<file path="config.mk">
export PLATFORM = sky130hd
export DESIGN_NAME = parking_lot_counter
export DESIGN_NICKNAME = d
export VERILOG_FILES = /design/src/rtl/parking_pkg.sv /design/src/rtl/parking_lot_counter_lane.sv /design/src/rtl/parking_lot_counter.sv
export SDC_FILE = /design/constraint.sdc
export NUM_CORES = 1
export LEC_CHECK = 0
export BUFFER_PORTS_ARGS = -buffer_cell sky130_fd_sc_hd__buf_4
export CORE_ASPECT_RATIO = 1.4
export CORE_MARGIN = 4
export CORE_UTILIZATION = 30
export DETAILED_ROUTE_END_ITERATION = 6
export PLACE_DENSITY = 0.55
export SLEW_MARGIN = 10
export SYNTH_ARGS = -nofsm -noshare
export SYNTH_HDL_FRONTEND = slang
export SYNTH_SLANG_ARGS = --single-unit
</file>
<file path="constraint.sdc">
create_clock -name clk -period 3.7 [get_ports clk]
set_input_delay 0.185 -clock clk [delete_from_list [all_inputs] [get_ports clk]]
set_output_delay 0.185 -clock clk [all_outputs]
set_load 0.02 [all_outputs]
</file>
<file path="src/rtl/parking_pkg.sv">
// Shared types and helpers for the multi-lane parking occupancy counter.
package parking_pkg;

  typedef enum logic [2:0] {
    IDLE       = 3'd0,
    IN1        = 3'd1,
    IN2        = 3'd2,
    IN3        = 3'd3,
    OUT1       = 3'd4,
    OUT2       = 3'd5,
    OUT3       = 3'd6,
    WAIT_CLEAR = 3'd7
  } lane_state_t;

  // Lane vectors are zero-extended to 8 bits (the maximum lane count) before counting.
  function automatic logic [3:0] popcount(input logic [7:0] v);
    logic [3:0] c;
    c = '0;
    for (int i = 0; i < 8; i++) begin
      c = c + 4'(v[i]);
    end
    return c;
  endfunction

endpackage

</file>
<file path="src/rtl/parking_lot_counter_lane.sv">
// One lane: sensor synchronisers, debouncers, pass-sequence FSM and mid-sequence timeout.
module lane_direction_fsm
  import parking_pkg::*;
#(
  parameter int DEBOUNCE_CYCLES = 1_000_000,
  parameter int TIMEOUT_CYCLES  = 1_000_000_000
) (
  input  logic clk,
  input  logic rst_n,
  input  logic s1,
  input  logic s2,
  output logic entry_pulse,
  output logic exit_pulse,
  output logic fault
);

  localparam int DB_W  = (DEBOUNCE_CYCLES > 1) ? $clog2(DEBOUNCE_CYCLES) : 1;
  localparam int TMO_W = (TIMEOUT_CYCLES > 1) ? $clog2(TIMEOUT_CYCLES) : 1;
  localparam logic [DB_W-1:0]  DB_LAST  = DB_W'(DEBOUNCE_CYCLES - 1);
  localparam logic [TMO_W-1:0] TMO_LAST = TMO_W'(TIMEOUT_CYCLES - 1);

  logic [1:0] raw;
  logic [1:0] sync_p0;
  logic [1:0] sync_p1;
  logic [1:0] deb_p2;
  logic [DB_W-1:0] db_cnt [2];

  assign raw = {s2, s1};

  // Stage p0/p1: two-flop synchroniser per sensor
  always_ff @(posedge clk or negedge rst_n) begin
    if (!rst_n) begin
      sync_p0 <= '0;
      sync_p1 <= '0;
    end else begin
      sync_p0 <= raw;
      sync_p1 <= sync_p0;
    end
  end

  // Stage p2: accepted level moves only after DEBOUNCE_CYCLES consecutive differing samples
  for (genvar k = 0; k < 2; k++) begin : g_deb
    always_ff @(posedge clk or negedge rst_n) begin
      if (!rst_n) begin
        db_cnt[k] <= '0;
        deb_p2[k] <= 1'b0;
      end else if (sync_p1[k] == deb_p2[k]) begin
        db_cnt[k] <= '0;
      end else if (db_cnt[k] == DB_LAST) begin
        db_cnt[k] <= '0;
        deb_p2[k] <= sync_p1[k];
      end else begin
        db_cnt[k] <= db_cnt[k] + 1'b1;
      end
    end
  end

  logic a;
  logic b;
  assign a = deb_p2[0];
  assign b = deb_p2[1];

  lane_state_t state;
  lane_state_t state_next;
  logic [TMO_W-1:0] tmo_cnt;
  logic active;
  logic timed_out;
  logic entry_set;
  logic exit_set;

  assign active    = (state != IDLE) && (state != WAIT_CLEAR);
  assign timed_out = active && (tmo_cnt == TMO_LAST);

  always_comb begin
    state_next = state;
    entry_set  = 1'b0;
    exit_set   = 1'b0;
    case (state)
      IDLE: begin
        if (a && !b)       state_next = IN1;
        else if (!a && b)  state_next = OUT1;
        else if (a && b)   state_next = WAIT_CLEAR;
      end
      IN1: begin
        if (a && b)        state_next = IN2;
        else if (!a && !b) state_next = IDLE;
      end
      IN2: begin
        if (!a && b)       state_next = IN3;
        else if (a && !b)  state_next = IN1;
        else if (!a && !b) state_next = IDLE;
      end
      IN3: begin
        if (!a && !b) begin
          state_next = IDLE;
          entry_set  = 1'b1;
        end else if (a && b) begin
          state_next = IN2;
        end
      end
      OUT1: begin
        if (a && b)        state_next = OUT2;
        else if (!a && !b) state_next = IDLE;
      end
      OUT2: begin
        if (a && !b)       state_next = OUT3;
        else if (!a && b)  state_next = OUT1;
        else if (!a && !b) state_next = IDLE;
      end
      OUT3: begin
        if (!a && !b) begin
          state_next = IDLE;
          exit_set   = 1'b1;
        end else if (a && b) begin
          state_next = OUT2;
        end
      end
      WAIT_CLEAR: begin
        if (!a && !b)      state_next = IDLE;
      end
      default:             state_next = IDLE;
    endcase
    // A stuck lane is parked until both sensors release; no event may escape.
    if (timed_out) begin
      state_next = WAIT_CLEAR;
      entry_set  = 1'b0;
      exit_set   = 1'b0;
    end
  end

  always_ff @(posedge clk or negedge rst_n) begin
    if (!rst_n) begin
      state       <= IDLE;
      tmo_cnt     <= '0;
      entry_pulse <= 1'b0;
      exit_pulse  <= 1'b0;
      fault       <= 1'b0;
    end else begin
      state       <= state_next;
      entry_pulse <= entry_set;
      exit_pulse  <= exit_set;
      if (state_next != state) begin
        tmo_cnt <= '0;
      end else if (active) begin
        tmo_cnt <= tmo_cnt + 1'b1;
      end
      if (timed_out) begin
        fault <= 1'b1;
      end else if (state == WAIT_CLEAR && state_next == IDLE) begin
        fault <= 1'b0;
      end
    end
  end

endmodule

</file>
<file path="src/rtl/parking_lot_counter.sv">
// Multi-lane parking counter: per-lane direction FSMs merged into one saturating occupancy count.
module parking_lot_counter
  import parking_pkg::*;
#(
  parameter int N_LANES         = 2,
  parameter int CAPACITY        = 99,
  parameter int DEBOUNCE_CYCLES = 1_000_000,
  parameter int TIMEOUT_CYCLES  = 1_000_000_000,
  parameter int CNT_W           = $clog2(CAPACITY + 1)
) (
  input  logic               clk,
  input  logic               rst_n,
  input  logic [N_LANES-1:0] s1,
  input  logic [N_LANES-1:0] s2,
  input  logic               clear,
  output logic [CNT_W-1:0]   occ_count,
  output logic               full,
  output logic               empty,
  output logic [N_LANES-1:0] lane_entry,
  output logic [N_LANES-1:0] lane_exit,
  output logic [N_LANES-1:0] lane_fault,
  output logic               reject_full,
  output logic               reject_empty
);

  localparam int SUM_W = CNT_W + 4;
  localparam logic signed [SUM_W-1:0] CAP_S = signed'(SUM_W'(CAPACITY));

  for (genvar i = 0; i < N_LANES; i++) begin : g_lane
    lane_direction_fsm #(
      .DEBOUNCE_CYCLES(DEBOUNCE_CYCLES),
      .TIMEOUT_CYCLES (TIMEOUT_CYCLES)
    ) u_lane (
      .clk        (clk),
      .rst_n      (rst_n),
      .s1         (s1[i]),
      .s2         (s2[i]),
      .entry_pulse(lane_entry[i]),
      .exit_pulse (lane_exit[i]),
      .fault      (lane_fault[i])
    );
  end

  function automatic logic [CNT_W-1:0] sat_occ(input logic signed [SUM_W-1:0] v);
    if (v > CAP_S)      return CNT_W'(CAPACITY);
    else if (v < 0)     return '0;
    else                return v[CNT_W-1:0];
  endfunction

  logic [3:0] n_in;
  logic [3:0] n_out;
  logic signed [SUM_W-1:0] sum_p0;

  assign n_in  = popcount(8'(lane_entry));
  assign n_out = popcount(8'(lane_exit));

  // Entries and exits of the same cycle net out before clamping.
  assign sum_p0 = $signed({4'b0000, occ_count})
                + $signed({{CNT_W{1'b0}}, n_in})
                - $signed({{CNT_W{1'b0}}, n_out});

  // Stage p1: registered occupancy and reject pulses
  always_ff @(posedge clk or negedge rst_n) begin
    if (!rst_n) begin
      occ_count    <= '0;
      reject_full  <= 1'b0;
      reject_empty <= 1'b0;
    end else if (clear) begin
      occ_count    <= '0;
      reject_full  <= 1'b0;
      reject_empty <= 1'b0;
    end else begin
      occ_count    <= sat_occ(sum_p0);
      reject_full  <= (sum_p0 > CAP_S);
      reject_empty <= (sum_p0 < 0);
    end
  end

  assign full  = (occ_count == CNT_W'(CAPACITY));
  assign empty = (occ_count == '0);

endmodule

</file>
After elaboration in Yosys (flattened, before gate mapping)
Index checks and enable logic that the tools add are counted.
Widths: inputs -> output; s select.
Word-level totals
  output and inout bits: 17
  bits in latches: 0
  word-level logic and storage cells: 166
  bits in read-only memories: 0
  flip-flop bits (word level): 173
  bits of input ports: 7
  memories: 0
  memory bits (writable): 0
Cells by class
  shifts and indexed selects: 0
  muxes and demuxes: 63
  eq/ne operators: 29
  bitwise logic cells: 4
  add/subtract/negate cells: 10
  order comparisons: 2
  divide/modulo/power cells: 0
  reductions and logical operators: 33
  $mul: 0
Operator list (number)
  $mux 20: 8
  $mux 30: 4
  $mux 3: 30
  $add 20x1->20 const B: 4
  $eq 20x20->1 const B: 4
  $add 30x1->30 const B: 2
  $eq 30x30->1 const B: 2
  $pmux 3 s8: 2
  $eq 3x3->1 const B: 8
  $mux 7: 3
  $mux 1: 16
  $logic_and 1x1->1: 14
  $eq 3x2->1 const B: 4
  $logic_not 3->1: 4
  $gt 9x8->1 const B: 1
  $lt 9x1->1 const B: 1
  $sub 8x2->9: 1
  $add 7x2->8: 1
  $reduce_and 2->1: 4
  $reduce_bool 2->1: 4
  $eq 7x7->1 const B: 1
  $logic_not 7->1: 1
  $eq 3x1->1 const B: 2
  $ne 3x3->1: 2
  other kinds (6): 18

Logic depth before layout (Yosys ltp)
Gate-level depths: netlist of the first run.
  depth in word-level cells: 11
  depth in mapped cells: 12
  depth with buffers taken out: 12

Hierarchy
Synthesis of the first run repeated with hierarchy kept, for this count alone.
Unflattened totals
  cell total of the unflattened synthesis: 911
  area, all modules: 9147.5 um^2
Modules (own cells, without submodules)
  lane_direction_fsm (g_lane[1].u_lane): times used 1, cells each 412, area an instance 4221.5 um^2, seq. area each 2052.0 um^2
  lane_direction_fsm (g_lane[0].u_lane): times used 1, cells each 412, area an instance 4103.9 um^2, seq. area each 2052.0 um^2
  parking_lot_counter: times used 1, cells each 87, area an instance 822.0 um^2, seq. area each 225.2 um^2

Worst setup path before layout of the first run
Ideal clock, no wire load.
  path type: register -> register
  from: register g_lane[0].u_lane.exit_pulse
  to: register occ_count[0]
  path buffers: 0
  data arrival time: 3109 ps
  setup slack: 523 ps
  clock period less this slack: 3177 ps
  required time: 3633 ps
  library setup time: 67 ps
  stages on the path, launching flop included: 13
  path through: dfrtp_1 > inv_1 > fa_1 > inv_1 > fa_1 > inv_1 > ha_1 > fa_1 > nor2b_1 > o21a_1 > or3_1 > a222oi_1 > o31a_1
Between the ends
  longest elaborated chain between the ends: 6
  elaborated cells between the ends (all ways): 7
  classes of those cells: 2 x add/sub; 2 x order compare; 3 x mux
Ends and longest elaborated chain
  from (decl): line parking_lot_counter_lane.sv:13  | output logic exit_pulse,
  from (signal assigned): line parking_lot_counter_lane.sv:141  | exit_pulse <= exit_set;
  $add 1x1->2 (*): line parking_pkg.sv:20  | c = c + 4'(v[i]);
  $sub 8x2->9 (*): line parking_lot_counter.sv:60  | - $signed({{CNT_W{1'b0}}, n_out});
  $lt 9x1->1: line parking_lot_counter.sv:46  | else if (v < 0) return '0;
  $mux 7: line parking_lot_counter.sv:46
  $mux 7 (*): line parking_lot_counter.sv:45  | if (v > CAP_S) return CNT_W'(CAPACITY);
  $mux 7 (*): line parking_lot_counter.sv:68  | end else if (clear) begin
  to (signal assigned): line parking_lot_counter.sv:73  | occ_count <= sat_occ(sum_p0);
  to (decl): line parking_lot_counter.sv:16  | output logic [CNT_W-1:0] occ_count,
Every way passes the cells marked *; elsewhere a longest branch is shown, timed or not.
A chain may end at the register's enable or synchronous reset.

Worst setup path after layout of the first run
  from: register g_lane[0].u_lane.exit_pulse
  to: register occ_count[4]
The elaborated chain is that of the path after synthesis.

==> results of run 1 <==
==> placed cells by master (no fill, tap or decap), types with 3 or more instances in the layout <==
cell type / n
inv_1: 32
o21ai_0: 18
or2_2: 5
buf_4: 32
xnor2_1: 56
o21a_1: 3
nand4_1: 46
or3_1: 5
ha_1: 17
clkbuf_16: 17
nor4_1: 22
and4_1: 14
dfrtp_1: 173
and3_1: 29
nor3_1: 45
fa_1: 3
and2_1: 11
clkinv_2: 4
dlygate4sd3_1: 6
nand3_1: 53
mux2_2: 4
nand4b_1: 4
bufinv_16: 3
nand2_1: 58
nor2_1: 145
inv_6: 3
nor4b_1: 8
nand2b_1: 6
nor3b_1: 3
or4_1: 4
o211ai_1: 3
nand3b_1: 3
nor2b_1: 10
a21oi_1: 10
nor4bb_1: 4
xor2_1: 81
==> cell families (layout without fill, tap and decap cells) <==
group | count (synthesis) | in the layout
AO/OA/AOI/OAI | 55 | 55
multiplexers | 6 | 6
buffers and inverters | 80 | 104
flip-flops | 173 | 173
adder cells (fa/ha/maj) | 20 | 20
XOR/XNOR | 137 | 137
AND/OR/NAND/NOR | 481 | 481
==> power groups by stage <==
stage / clock network [W] / logic (W) / registers, W
2_1_floorplan: 0 / 0.0000335 / 0.00195
3_3_place_gp: 0 / 0.0000889 / 0.00195
3_5_place_dp: 0 / 0.0000892 / 0.00195
4_1_cts: 0.00192 / 0.0000942 / 0.00192
5_1_grt: 0.00200 / 0.000106 / 0.00192
6_report: 0.00186 / 0.0000887 / 0.00192
==> sequential cells by signal (all words and copies together), names as in the netlist, 4 cells and up <==
register and cells:
g_lane.u_lane.sync_p0 4, g_lane.u_lane.state 6, occ_count 7, g_lane.u_lane.db_cnt 80
g_lane.u_lane.sync_p1 4, g_lane.u_lane.tmo_cnt 60
==> worst paths after layout <==
check | depth (start not counted) | start | slack [ns] | endpoint
worst max-delay path | 13 | g_lane[0].u_lane.exit_pulse | 0.52 | occ_count[4]
worst min-delay path | 0 | g_lane[0].u_lane.sync_p0[0] | 0.35 | g_lane[0].u_lane.sync_p1[0]
worst max register to register | 13 | g_lane[0].u_lane.exit_pulse | 0.52 | occ_count[4]
worst min register to register | 0 | g_lane[0].u_lane.sync_p0[0] | 0.35 | g_lane[0].u_lane.sync_p1[0]
max in group asynchronous | 3 | rst_n | 2.38 | occ_count[5]
min in group asynchronous | 2 | rst_n | 0.38 | g_lane[1].u_lane.db_cnt[24]
==> layer usage <==
| metal | share of wire | global-route usage | up-vias |
|---|---|---|---|
| met5 | 0 | 0 | - |
| met4 | 0.025 | 0.0533 | 0 |
| met1 | 0.45 | 0.136 | 3218 |
| met3 | 0.022 | 0.0222 | 34 |
| li1 | - | - | 3305 |
| met2 | 0.50 | 0.199 | 75 |
==> layout make-up <==
type                       count  area share
tap                          385      0.0468
inverter                      32      0.0117
timing repair buffer          40      0.0322
sequential                   173       0.421
clock inverter                13      0.0156
multi-input combinational    699       0.429
clock buffer                  19      0.0440
==> Yosys cell counts (all sizes together), types with 6 or more instances <==
| cell | instances | area (um^2) |
|---|---|---|
| nand3 | 53 | 265 |
| and4 | 14 | 123 |
| nand2 | 58 | 218 |
| nor2b | 10 | 62.6 |
| clkbuf | 31 | 116 |
| dfrtp | 173 | 4330 |
| nor2 | 145 | 544 |
| and2 | 11 | 68.8 |
| ha | 17 | 213 |
| nor4 | 24 | 156 |
| xor2 | 81 | 709 |
| and3 | 29 | 181 |
| nand4 | 46 | 288 |
| xnor2 | 56 | 490 |
| nand2b | 6 | 37.5 |
| nor3 | 45 | 225 |
| o21ai | 18 | 90.1 |
| inv | 32 | 120 |
| a21oi | 10 | 50.1 |
| buf | 17 | 96.3 |
| nor4b | 8 | 70.1 |
==> through the flow <==
stage	hold slack [ns]	utilization	power, W	worst slack [ns]
floorplan	-0.111	-	0.00199	0.523
global placement	0.295	0.322	0.00204	0.567
detailed placement	0.297	0.322	0.00204	0.513
CTS	0.355	0.345	0.00394	0.500
global route	0.361	0.345	0.00403	0.307
finish	0.352	0.345	0.00387	0.517
==> timing repair <==
action | 4_1_cts | 5_1_grt
endpoints found under the setup margin | 0 | 0
endpoints found under the hold margin | 91 | 0
hold buffers | 6 | 0
resized for setup | 0 | 0
==> critical path, cell delays in order (launching register included) <==
cell and delay, ns:
dfrtp_1 0.35, inv_1 0.06, fa_1 0.46, inv_1 0.08, fa_1 0.15, inv_1 0.04
ha_1 0.21, fa_1 0.43, nor2b_1 0.17, o21a_1 0.18, or3_1 0.32, a222oi_1 0.34
buf_4 0.20, nor4_1 0.06
==> flow_summary_export.csv, run 1 <==
group,metric,value,unit
layout,design_area,0.0103,mm^2
synthesis,synth_nets,979,
synthesis,netlist_area,0.00906,mm^2
global_routing,grt_pass1_wl,31600,um
clock_network,cts_tree,"yes",
die,die_y,214,um
synthesis,synth_warnings,0,
pwr,combPwrFrac,0.023,
clock_network,clock-root-buffer,"clkbuf_16",
worst_setup_path,worstPathArrival,3.49,ns
synthesis,muxShareOfSynthArea,0.00718,
timing,fin_skew,0.00956,ns
pwr,swShare,0.216,
timing,finalCritPeriodShare,0.860,
die,io_pins,24,
timing,max_clock_freq,0.314,GHz
drt,firstDrtPassIters,5,
placement,place_area,0.00962,mm^2
layout,layout.cells.non_filler,1361,
global_routing,grt_antenna_before_repair,0,
layout,final_nets,990,
synthesis,synth_xor_xnor_area_share,0.132,
synthesis,synthArstFlopShare,1.00,
worst_setup_path,cp_max_fo,6,
layout,fillers,3094,
die,initial_core_util,0.304,
timing,period_needed,3.18,ns
synthesis,ys_ff_latch,173,
synthesis,syn_area_per_cell,9.51,um^2
layout,syn2layout_area_growth,13.6,%
synthesis,synth-edff-count,0,
layout,drive_gt1_frac,0.0871,
pwr,internal-power,0.00303,W
drt,vias,6632,
pwr,p_clk_frac,0.481,
global_routing,gr-total-overflow,0,
clock_network,insertion_delay,0.44,ns
drt,drcViolationCount,0,
drt,wirelength,17900,um
worst_setup_path,cp-end-kind,"flop",
timing,worst_pin_slew,0.848,ns
clock_network,clk_pin_slew,0.07,ns
status,status,"completed",
placement,dp_cells,1323,
worst_setup_path,required,4.01,ns
die,row_count,75,
synthesis,ys_types,55,
pwr,switchingPower,0.000837,W
die,core,0.0298,mm^2
global_routing,grt_max_degree,89,
clock_network,cts_buffer_depth,2,
global_routing,grt_pass1_vias,6738,
clock_network,cts.sinks,173,
clock_network,cts_setup_buffers,0,
timing,setup_viol,0,
synthesis,synth_compound_area_frac,0.0403,
pwr,ir_drop,0.000272,V
timing,rsz0062_at_grt,"false",
timing,fin_tns_setup,0,ns
worst_hold_path,hold_path.class,"reg2reg",
timing,slew_headroom,0.430,
clock_network,cts_made_buffers,17,
layout,multi_input_area,0.00442,mm^2
placement,gp_congestion,0.782,
drt,drtIter0Drc,289,
timing,hold_viol,0,
drt,ant_nets,0,
clock_network,htreeDepth,4,
placement,port-buffer-count,23,
synthesis,synth_top_family_by_area,"simple AND/OR/NAND/NOR gates",
pwr,p_leak,4.42,nW
layout,seqCellArea,0.00433,mm^2
synthesis,yosys.area_share.simple,0.275,
die,fp.dieW,155,um
worst_setup_path,setup.worst_path.start_class,"flop",
synthesis,syn-instance-count,952,
layout,num_antenna_cells,0,
drt,wire_per_inst,13.1,um
synthesis,synth_ff_type,"dfrtp_1",
drt,vias_per_cell,4.87,
die,die_area,0.0331,mm^2
pwr,power_density,376,mW/mm^2
global_routing,grt.total_usage,0.114,
synthesis,yosysSeqAreaShare,0.478,
job,cap_violations,0,
worst_setup_path,path_class,"reg2reg",
timing,drv_slew,0,
pwr,seqPwrFrac,0.496,
placement,place_hpwl,12200,um
synthesis,synthAdderAreaFrac,0.0301,
(Power assumes the default switching activity.)
==> run 2, diff against run 1 <==
--- a/config.mk
+++ b/config.mk
@@ -5,13 +5,16 @@
 export SDC_FILE = /design/constraint.sdc
 export NUM_CORES = 1
 export LEC_CHECK = 0
+export ABC_AREA = 1
 export BUFFER_PORTS_ARGS = -buffer_cell sky130_fd_sc_hd__buf_4
 export CORE_ASPECT_RATIO = 1.4
 export CORE_MARGIN = 4
 export CORE_UTILIZATION = 30
 export DETAILED_ROUTE_END_ITERATION = 6
 export PLACE_DENSITY = 0.55
+export RECOVER_POWER = 100
 export SLEW_MARGIN = 10
 export SYNTH_ARGS = -nofsm -noshare
 export SYNTH_HDL_FRONTEND = slang
+export SYNTH_HIERARCHICAL = 1
 export SYNTH_SLANG_ARGS = --single-unit
==> run 2 against run 1 <==
  * The run now ends with capacitance limit, slew limit left
  * Register-to-register slack gained 0.45 ns
  * Count of clock-buffer cells in the layout shrank 2
  * Clock power grew 2%
  * Synthesized area grew 9.4%
  * Utilization shrank 0.62 points
  * Sequential share of layout area shrank 2.7 points
  * Synthesized cell count grew 29%
  * Routed wire length grew 7.7%
  * Via count grew 16%
  * Die area grew 9.0%
  * Maximum frequency grew 17%
  * Global-route usage shrank 0.11 points
==> flow_summary_export.csv, run 2 <==
group,metric,value,unit
status,status,"finished with violations",
status,failed_checks,"capacitance limit, slew limit",
clock_network,insertion_delay,0.45,ns
layout,final_cell_mix,"nand2_1, nor2_1, dfrtp_1",
layout,syn2layout_area_growth,11.1,%
synthesis,netlist_area,0.00991,mm^2
global_routing,gr-total-overflow,0,
pwr,power,0.00429,W
global_routing,grt_pass1_wl,34400,um
synthesis,ys_ff_latch,173,
die,core,0.0325,mm^2
die,initial_core_util,0.305,
drt,vias_per_cell,4.49,
timing,fin_tns_setup,0,ns
synthesis,synth_top_area_frac,0.437,
global_routing,grt.total_usage,0.113,
worst_setup_path,cp_max_fo,30,
clock_network,cts_setup_buffers,0,
synthesis,syn-instance-count,1224,
pwr,ir_drop,0.000182,V
clock_network,htreeDepth,4,
clock_network,cts.sinks,173,
drt,firstDrtPassIters,6,
worst_setup_path,path_class,"reg2reg",
synthesis,syn_area_per_cell,8.09,um^2
timing,setup_slack,0.969,ns
synthesis,synth-edff-count,0,
worst_setup_path,r2r_end,"g_lane[1].u_lane/tmo_cnt[20]",
layout,fillers,3412,
layout,drive_gt1_frac,0.0878,
timing,worst_pin_slew,2.49,ns
job,cap_violations,1,
layout,largest_register_ffs,80,
drt,vias,7702,
global_routing,grt_max_degree,101,
global_routing,grt_antenna_before_repair,0,
placement,gp_congestion,0.848,
clock_network,cts_made_buffers,17,
worst_setup_path,crit_path_frequent_cell,"nand2_1",
layout,num_antenna_cells,0,
clock_network,clk_pin_slew,0.07,ns
die,io_pins,24,
pwr,power_density,390,mW/mm^2
synthesis,ys_types,46,
global_routing,grt_pass1_vias,7729,
worst_setup_path,crit_end,"g_lane[1].u_lane/tmo_cnt[20]",
worst_setup_path,reg2reg_depth,12,
die,fp.dieW,162,um
worst_setup_path,path_cells,"nand2_1 -> clkinv_1 -> nand2_1 -> nand2_8 -> clkinvlp_2 -> nand3_1 -> nand2_2 -> nand2_1 -> nand2_1 -> inv_1 -> nand3_4 -> nor2_1",
synthesis,yosysMostFrequentCell,"nand2_1",
layout,final_nets,1289,
synthesis,synth_warnings,6,
clock_network,cts_buffer_depth,2,
timing,setup_viol,0,
synthesis,synth_top_area_cell,"dfrtp_1",
timing,slew_headroom,-0.661,
synthesis,synthTopCellsByArea,"dfrtp_1, nand2_1, nor2_1",
worst_setup_path,slowest_stage,"dfrtp_1",
synthesis,synth_ff_type,"dfrtp_1",
die,die_area,0.0360,mm^2
timing,hold_viol,0,
synthesis,yosysSeqAreaShare,0.437,
drt,ant_nets,0,
clock_network,clock-root-buffer,"clkbuf_16",
drt,drtIter0Drc,296,
worst_hold_path,hold_path.class,"reg2reg",
placement,port-buffer-count,23,
timing,finalCritPeriodShare,0.738,
pwr,p_leak,4.76,nW
placement,place_hpwl,14000,um
timing,fin_skew,0.0125,ns
synthesis,ys_top_cells_by_count,"nand2_1, nor2_1, dfrtp_1",
worst_setup_path,critPathLaunch,"g_lane[1].u_lane/state[0]",
timing,drv_slew,100,
drt,wire_per_inst,11.2,um
die,row_count,78,
layout,mostFrequentLayoutCell,"nand2_1",
worst_setup_path,cp-end-kind,"flop",
worst_setup_path,cp_slowest_stage_delay,0.46,ns
worst_setup_path,required,4.06,ns
placement,dp_slack,1.03,ns
layout,reg_top3,"g_lane.u_lane/db_cnt (80), g_lane.u_lane/tmo_cnt (60), occ_count (7)",
timing,period_needed,2.73,ns
worst_setup_path,rrSetupSlack,0.97,ns
drt,drcViolationCount,0,
worst_setup_path,r2r-start,"g_lane[1].u_lane/state[0]",
synthesis,synthArstFlopShare,1.00,
layout,top_register,"g_lane.u_lane/db_cnt",
timing,whs,0.350,ns
worst_setup_path,worstPathArrival,3.09,ns
drt,wirelength,19200,um
timing,rsz0062_at_grt,"false",
worst_setup_path,setup.worst_path.start_class,"flop",
die,die_y,223,um
clock_network,cts_tree,"yes",
synthesis,synth_nets,1251,
timing,max_clock_freq,0.366,GHz
run 2: changes by cell type in the layout (fill, tap and decap cells not counted), sizes merged, moves of 22 or more:
cell | previous run | this run
and3 | 29 | 7
buf | 34 | 2
nand3 | 53 | 97
a21oi | 10 | 37
inv | 35 | 174
nand2 | 58 | 240
xnor2 | 56 | 19
nor2 | 145 | 243
run 2: per-layer routing:
metal | vias to the layer above | routed length (um) | share of wire | GRT usage
li1 | 3963 | - | - | -
met2 | 81 | 9980 | 0.52 | 0.206
met1 | 3634 | 8400 | 0.44 | 0.130
met5 | - | 0 | 0 | 0
met3 | 24 | 439 | 0.023 | 0.0181
met4 | 0 | 412 | 0.021 | 0.0482
run 2: report_power, final:
part | leakage [nW] | internal, W | switching, W | total (W)
Sequential | 2.38 | 0.00193 | 0.0000299 | 0.00196
Combinational | 2.08 | 0.000130 | 0.000299 | 0.000429
Clock | 0.300 | 0.00109 | 0.000815 | 0.00190
run 2: through the flow:
step | std cells | cell area (um^2) | util
2_1_floorplan | 1224 | 9910 | -
3_3_place_gp | 1677 | 10600 | 0.325
3_5_place_dp | 1677 | 10600 | 0.325
4_1_cts | 1715 | 11200 | 0.346
5_1_grt | 1715 | 11000 | 0.339
6_report | 1715 | 11000 | 0.339
run 2: timing repair:
action	in CTS	in global routing
setup endpoints to repair	0	0
endpoints found under the hold margin	104	0
hold buffers	6	0
gates resized for setup	0	0
run 2: cell families after synthesis:
| kind of cell | share of synthesized area |
|---|---|
| AND/OR/NAND/NOR | 0.339 |
| buffers and inverters | 0.0767 |
| flip-flops | 0.437 |
| XOR/XNOR | 0.0707 |
| AO/OA/AOI/OAI | 0.0447 |
| adder cells (fa/ha/maj) | 0.0275 |
| multiplexers | 0.00429 |
run 2: how the worst min path moves through the flow:
stage | startpoint | end | depth (start not counted)
final | g_lane[0].u_lane/sync_p0[0] | g_lane[0].u_lane/sync_p1[0] | 0
after floorplan | rst_n | g_lane[0].u_lane/a | 0
after global placement | s1[1] | g_lane[1].u_lane/sync_p0[0] | 1
after global routing | g_lane[0].u_lane/sync_p0[0] | g_lane[0].u_lane/sync_p1[0] | 0
after detailed placement | s2[0] | g_lane[0].u_lane/sync_p0[1] | 1
after CTS | s1[1] | g_lane[1].u_lane/sync_p0[0] | 2
run 2: area by class of cell:
class	count	area, um^2	area share
Clock buffer	17	425	0.0386
Clock inverter	15	200	0.0182
Inverter	172	653	0.0593
Multi-Input combinational cell	868	4670	0.424
Sequential cell	173	4330	0.393
Tap cell	440	551	0.0500
Timing Repair Buffer	30	183	0.0166
run 2: worst max-delay path: cells and delay by family, from the launching register on:
| kind | cells | cell delay (ns) |
|---|---|---|
| flops | 1 | 0.46 |
| simple gates | 9 | 1.65 |
| buf+inv | 3 | 0.51 |
==> run 3, diff against run 2 <==
--- a/config.mk
+++ b/config.mk
@@ -11,7 +11,7 @@
 export CORE_MARGIN = 4
 export CORE_UTILIZATION = 30
 export DETAILED_ROUTE_END_ITERATION = 6
-export PLACE_DENSITY = 0.55
+export PLACE_DENSITY = 0.57
 export RECOVER_POWER = 100
 export SLEW_MARGIN = 10
 export SYNTH_ARGS = -nofsm -noshare
==> constraint.sdc (replaced) <==
create_clock -name clk -period 2.2 [get_ports clk]
set_input_delay 0.11 -clock clk [delete_from_list [all_inputs] [get_ports clk]]
set_output_delay 0.11 -clock clk [all_outputs]
set_load 0.02 [all_outputs]
==> run 3 against run 2 <==
  * The flow finishes with violations (capacitance limit, slew limit, setup timing)
  * Sequential cell count is the same
  * Worst hold slack lost 0.012 ns
  * Clock skew shrank 0.00085 ns
  * Combinational power grew 110%
  * Non-clock buffer count grew 27
  * Setup slack lost 1.4 ns
  * Clock power grew 68%
  * Register-to-register slack lost 1.4 ns
  * Maximum frequency grew 5.7%
  * Critical path type unchanged
  * Highest routed layer unchanged
==> flow_summary_export.csv, run 3 (same netlist as run 2, synthesis figures left out) <==
group,metric,value,unit
global_routing,grt_antenna_before_repair,0,
timing,setup_viol,68,
placement,port-buffer-count,23,
worst_setup_path,setup.worst_path.start_class,"flop",
pwr,power,0.00739,W
timing,fin_skew,0.0116,ns
timing,setup_slack,-0.385,ns
layout,num_antenna_cells,0,
drt,drtIter0Drc,261,
drt,wirelength,20000,um
timing,max_clock_freq,0.387,GHz
global_routing,grt_max_degree,68,
worst_setup_path,slowest_stage,"fa_1",
timing,rsz0062_at_grt,"true",
pwr,power_density,650,mW/mm^2
worst_setup_path,path_cells,"inv_2 -> fa_1 -> inv_2 -> fa_2 -> inv_2 -> ha_4 -> fa_2 -> nor2_1 -> nand3_1 -> nand2_1 -> inv_2 -> nand2_4 -> nand3_2 -> nand2_1 -> inv_1",
worst_setup_path,r2r-start,"g_lane[1].u_lane/exit_pulse",
die,fp.dieW,162,um
global_routing,grtUsageMet1,0.132,
placement,place_hpwl,14700,um
clock_network,clock-root-buffer,"clkbuf_16",
clock_network,insertion_delay,0.45,ns
worst_setup_path,crit_path_frequent_cell,"inv_2",
timing,worst_pin_slew,1.75,ns
timing,hold_viol,0,
pwr,ir_drop,0.000469,V
drt,vias_per_cell,4.49,
worst_setup_path,required,2.54,ns
die,initial_core_util,0.305,
worst_setup_path,path_delay_family,"adder cells",
worst_setup_path,cp-end-kind,"flop",
worst_setup_path,cp_slowest_stage_delay,0.54,ns
timing,period_needed,2.58,ns
worst_hold_path,hold_path.class,"in2reg",
worst_setup_path,critPathLaunch,"g_lane[1].u_lane/exit_pulse",
layout,final_cell_mix,"nand2_1, nor2_1, dfrtp_1",
status,status,"finished with violations",
worst_setup_path,path_class,"reg2reg",
worst_setup_path,cp_num_buf_inv,5,
timing,fin_tns_setup,-6.05,ns
die,die_area,0.0360,mm^2
die,core,0.0325,mm^2
drt,firstDrtPassIters,4,
global_routing,grt.total_usage,0.117,
layout,syn2layout_area_growth,14.8,%
worst_hold_path,min_from,"s1[0]",
pwr,p_leak,4.88,nW
worst_setup_path,worstPathArrival,2.92,ns
layout,top_register,"g_lane.u_lane/db_cnt",
die,row_count,78,
global_routing,grt_pass1_wl,35500,um
drt,wire_per_inst,11.5,um
clock_network,clk_pin_slew,0.06,ns
layout,mostFrequentLayoutCell,"nand2_1",
layout,largest_register_ffs,80,
global_routing,gr-total-overflow,0,
worst_setup_path,cp_max_fo,4,
placement,dp_slack,-0.429,ns
global_routing,globalRouteMet2Util,0.218,
timing,finalCritPeriodShare,1.17,
clock_network,cts_made_buffers,17,
drt,drcViolationCount,0,
timing,drv_slew,67,
die,die_y,223,um
placement,gp_congestion,0.809,
clock_network,cts.sinks,173,
layout,drive_gt1_frac,0.147,
global_routing,use_met3,0.0203,
clock_network,cts_tree,"yes",
layout,final_nets,1316,
drt,ant_nets,0,
job,cap_violations,1,
global_routing,grt_pass1_vias,7929,
timing,slew_headroom,-0.165,
clock_network,cts_buffer_depth,2,
status,failed_checks,"capacitance limit, slew limit, setup timing",
layout,reg_top3,"g_lane.u_lane/db_cnt (80), g_lane.u_lane/tmo_cnt (60), occ_count (7)",
drt,vias,7819,
layout,fillers,3417,
die,io_pins,24,
clock_network,htreeDepth,4,
global_routing,top_usage_layer,"met2",
[run 3: cell count changes in the layout (fill, tap and decap cells not counted), moves of 4 or more]
| cell | change |
|---|---|
| nand3_1 | -4 |
| buf_4 | +14 |
| nand3_2 | +4 |
| nand2_1 | -11 |
| inv_8 | -5 |
| nor2_1 | -36 |
| nand2_2 | +9 |
| nor2_2 | +36 |
| clkbuf_1 | +9 |
[run 3: worst paths after layout]
path	end	slack, ns	cells after the start
worst max-delay path	occ_count[1]	-0.38	15
worst min-delay path	g_lane[0].u_lane/sync_p0[0]	0.34	2
worst max register to register	occ_count[1]	-0.38	15
worst min register to register	g_lane[1].u_lane/sync_p1[0]	0.34	0
max in group asynchronous	g_lane[1].u_lane/tmo_cnt[17]	0.26	3
min in group asynchronous	g_lane[1].u_lane/b	0.65	2
[run 3: layer usage]
metal | vias up | part of all wire | routed length, um
met5 | - | 0 | 0
met1 | 3716 | 0.43 | 8560
met3 | 19 | 0.020 | 406
li1 | 4014 | - | -
met4 | 0 | 0.019 | 386
met2 | 70 | 0.53 | 10700
[run 3: per-stage QoR]
| step | hold WS, ns | instances | util | area, um^2 |
|---|---|---|---|---|
| floorplan | -0.186 | 1224 | - | 9930 |
| global placement | 0.169 | 1702 | 0.333 | 10800 |
| detailed placement | 0.171 | 1702 | 0.333 | 10800 |
| CTS | 0.236 | 1741 | 0.355 | 11500 |
| global route | 0.321 | 1742 | 0.350 | 11400 |
| finish | 0.338 | 1742 | 0.350 | 11400 |
[run 3: final cells by class]
type	count	area (um^2)	share of cell area
timing repair buffer	57	384	0.0338
sequential	173	4330	0.381
inverter	172	656	0.0576
clock buffer	21	450	0.0396
tap	440	551	0.0484
clock inverter	11	168	0.0147
multi-input combinational	868	4840	0.425
[run 3: report_power, final]
part	internal, W	total, W	switching (W)
Clock	0.00193	0.00319	0.00127
Combinational	0.000309	0.000898	0.000589
Sequential	0.00325	0.00330	0.0000501
[run 3: what timing repair did]
item | 4_1_cts | 5_1_grt
endpoints found under the setup margin | 8 | 9
endpoints found under the hold margin | 75 | 0
pin swaps | 3 | 6
gates resized for setup | 8 | 7
buffers inserted | 1 | 1
hold buffers | 6 | 0
[run 3: worst register-to-register path, cell delays in order (launching register included)]
cell and delay, ns:
dfrtp_2 0.36, inv_2 0.04, fa_1 0.54, inv_2 0.04
fa_2 0.32, inv_2 0.07, ha_4 0.13, fa_2 0.43
nor2_1 0.11, nand3_1 0.07, nand2_1 0.07, inv_2 0.04
nand2_4 0.09, nand3_2 0.06, nand2_1 0.06, inv_1 0.04
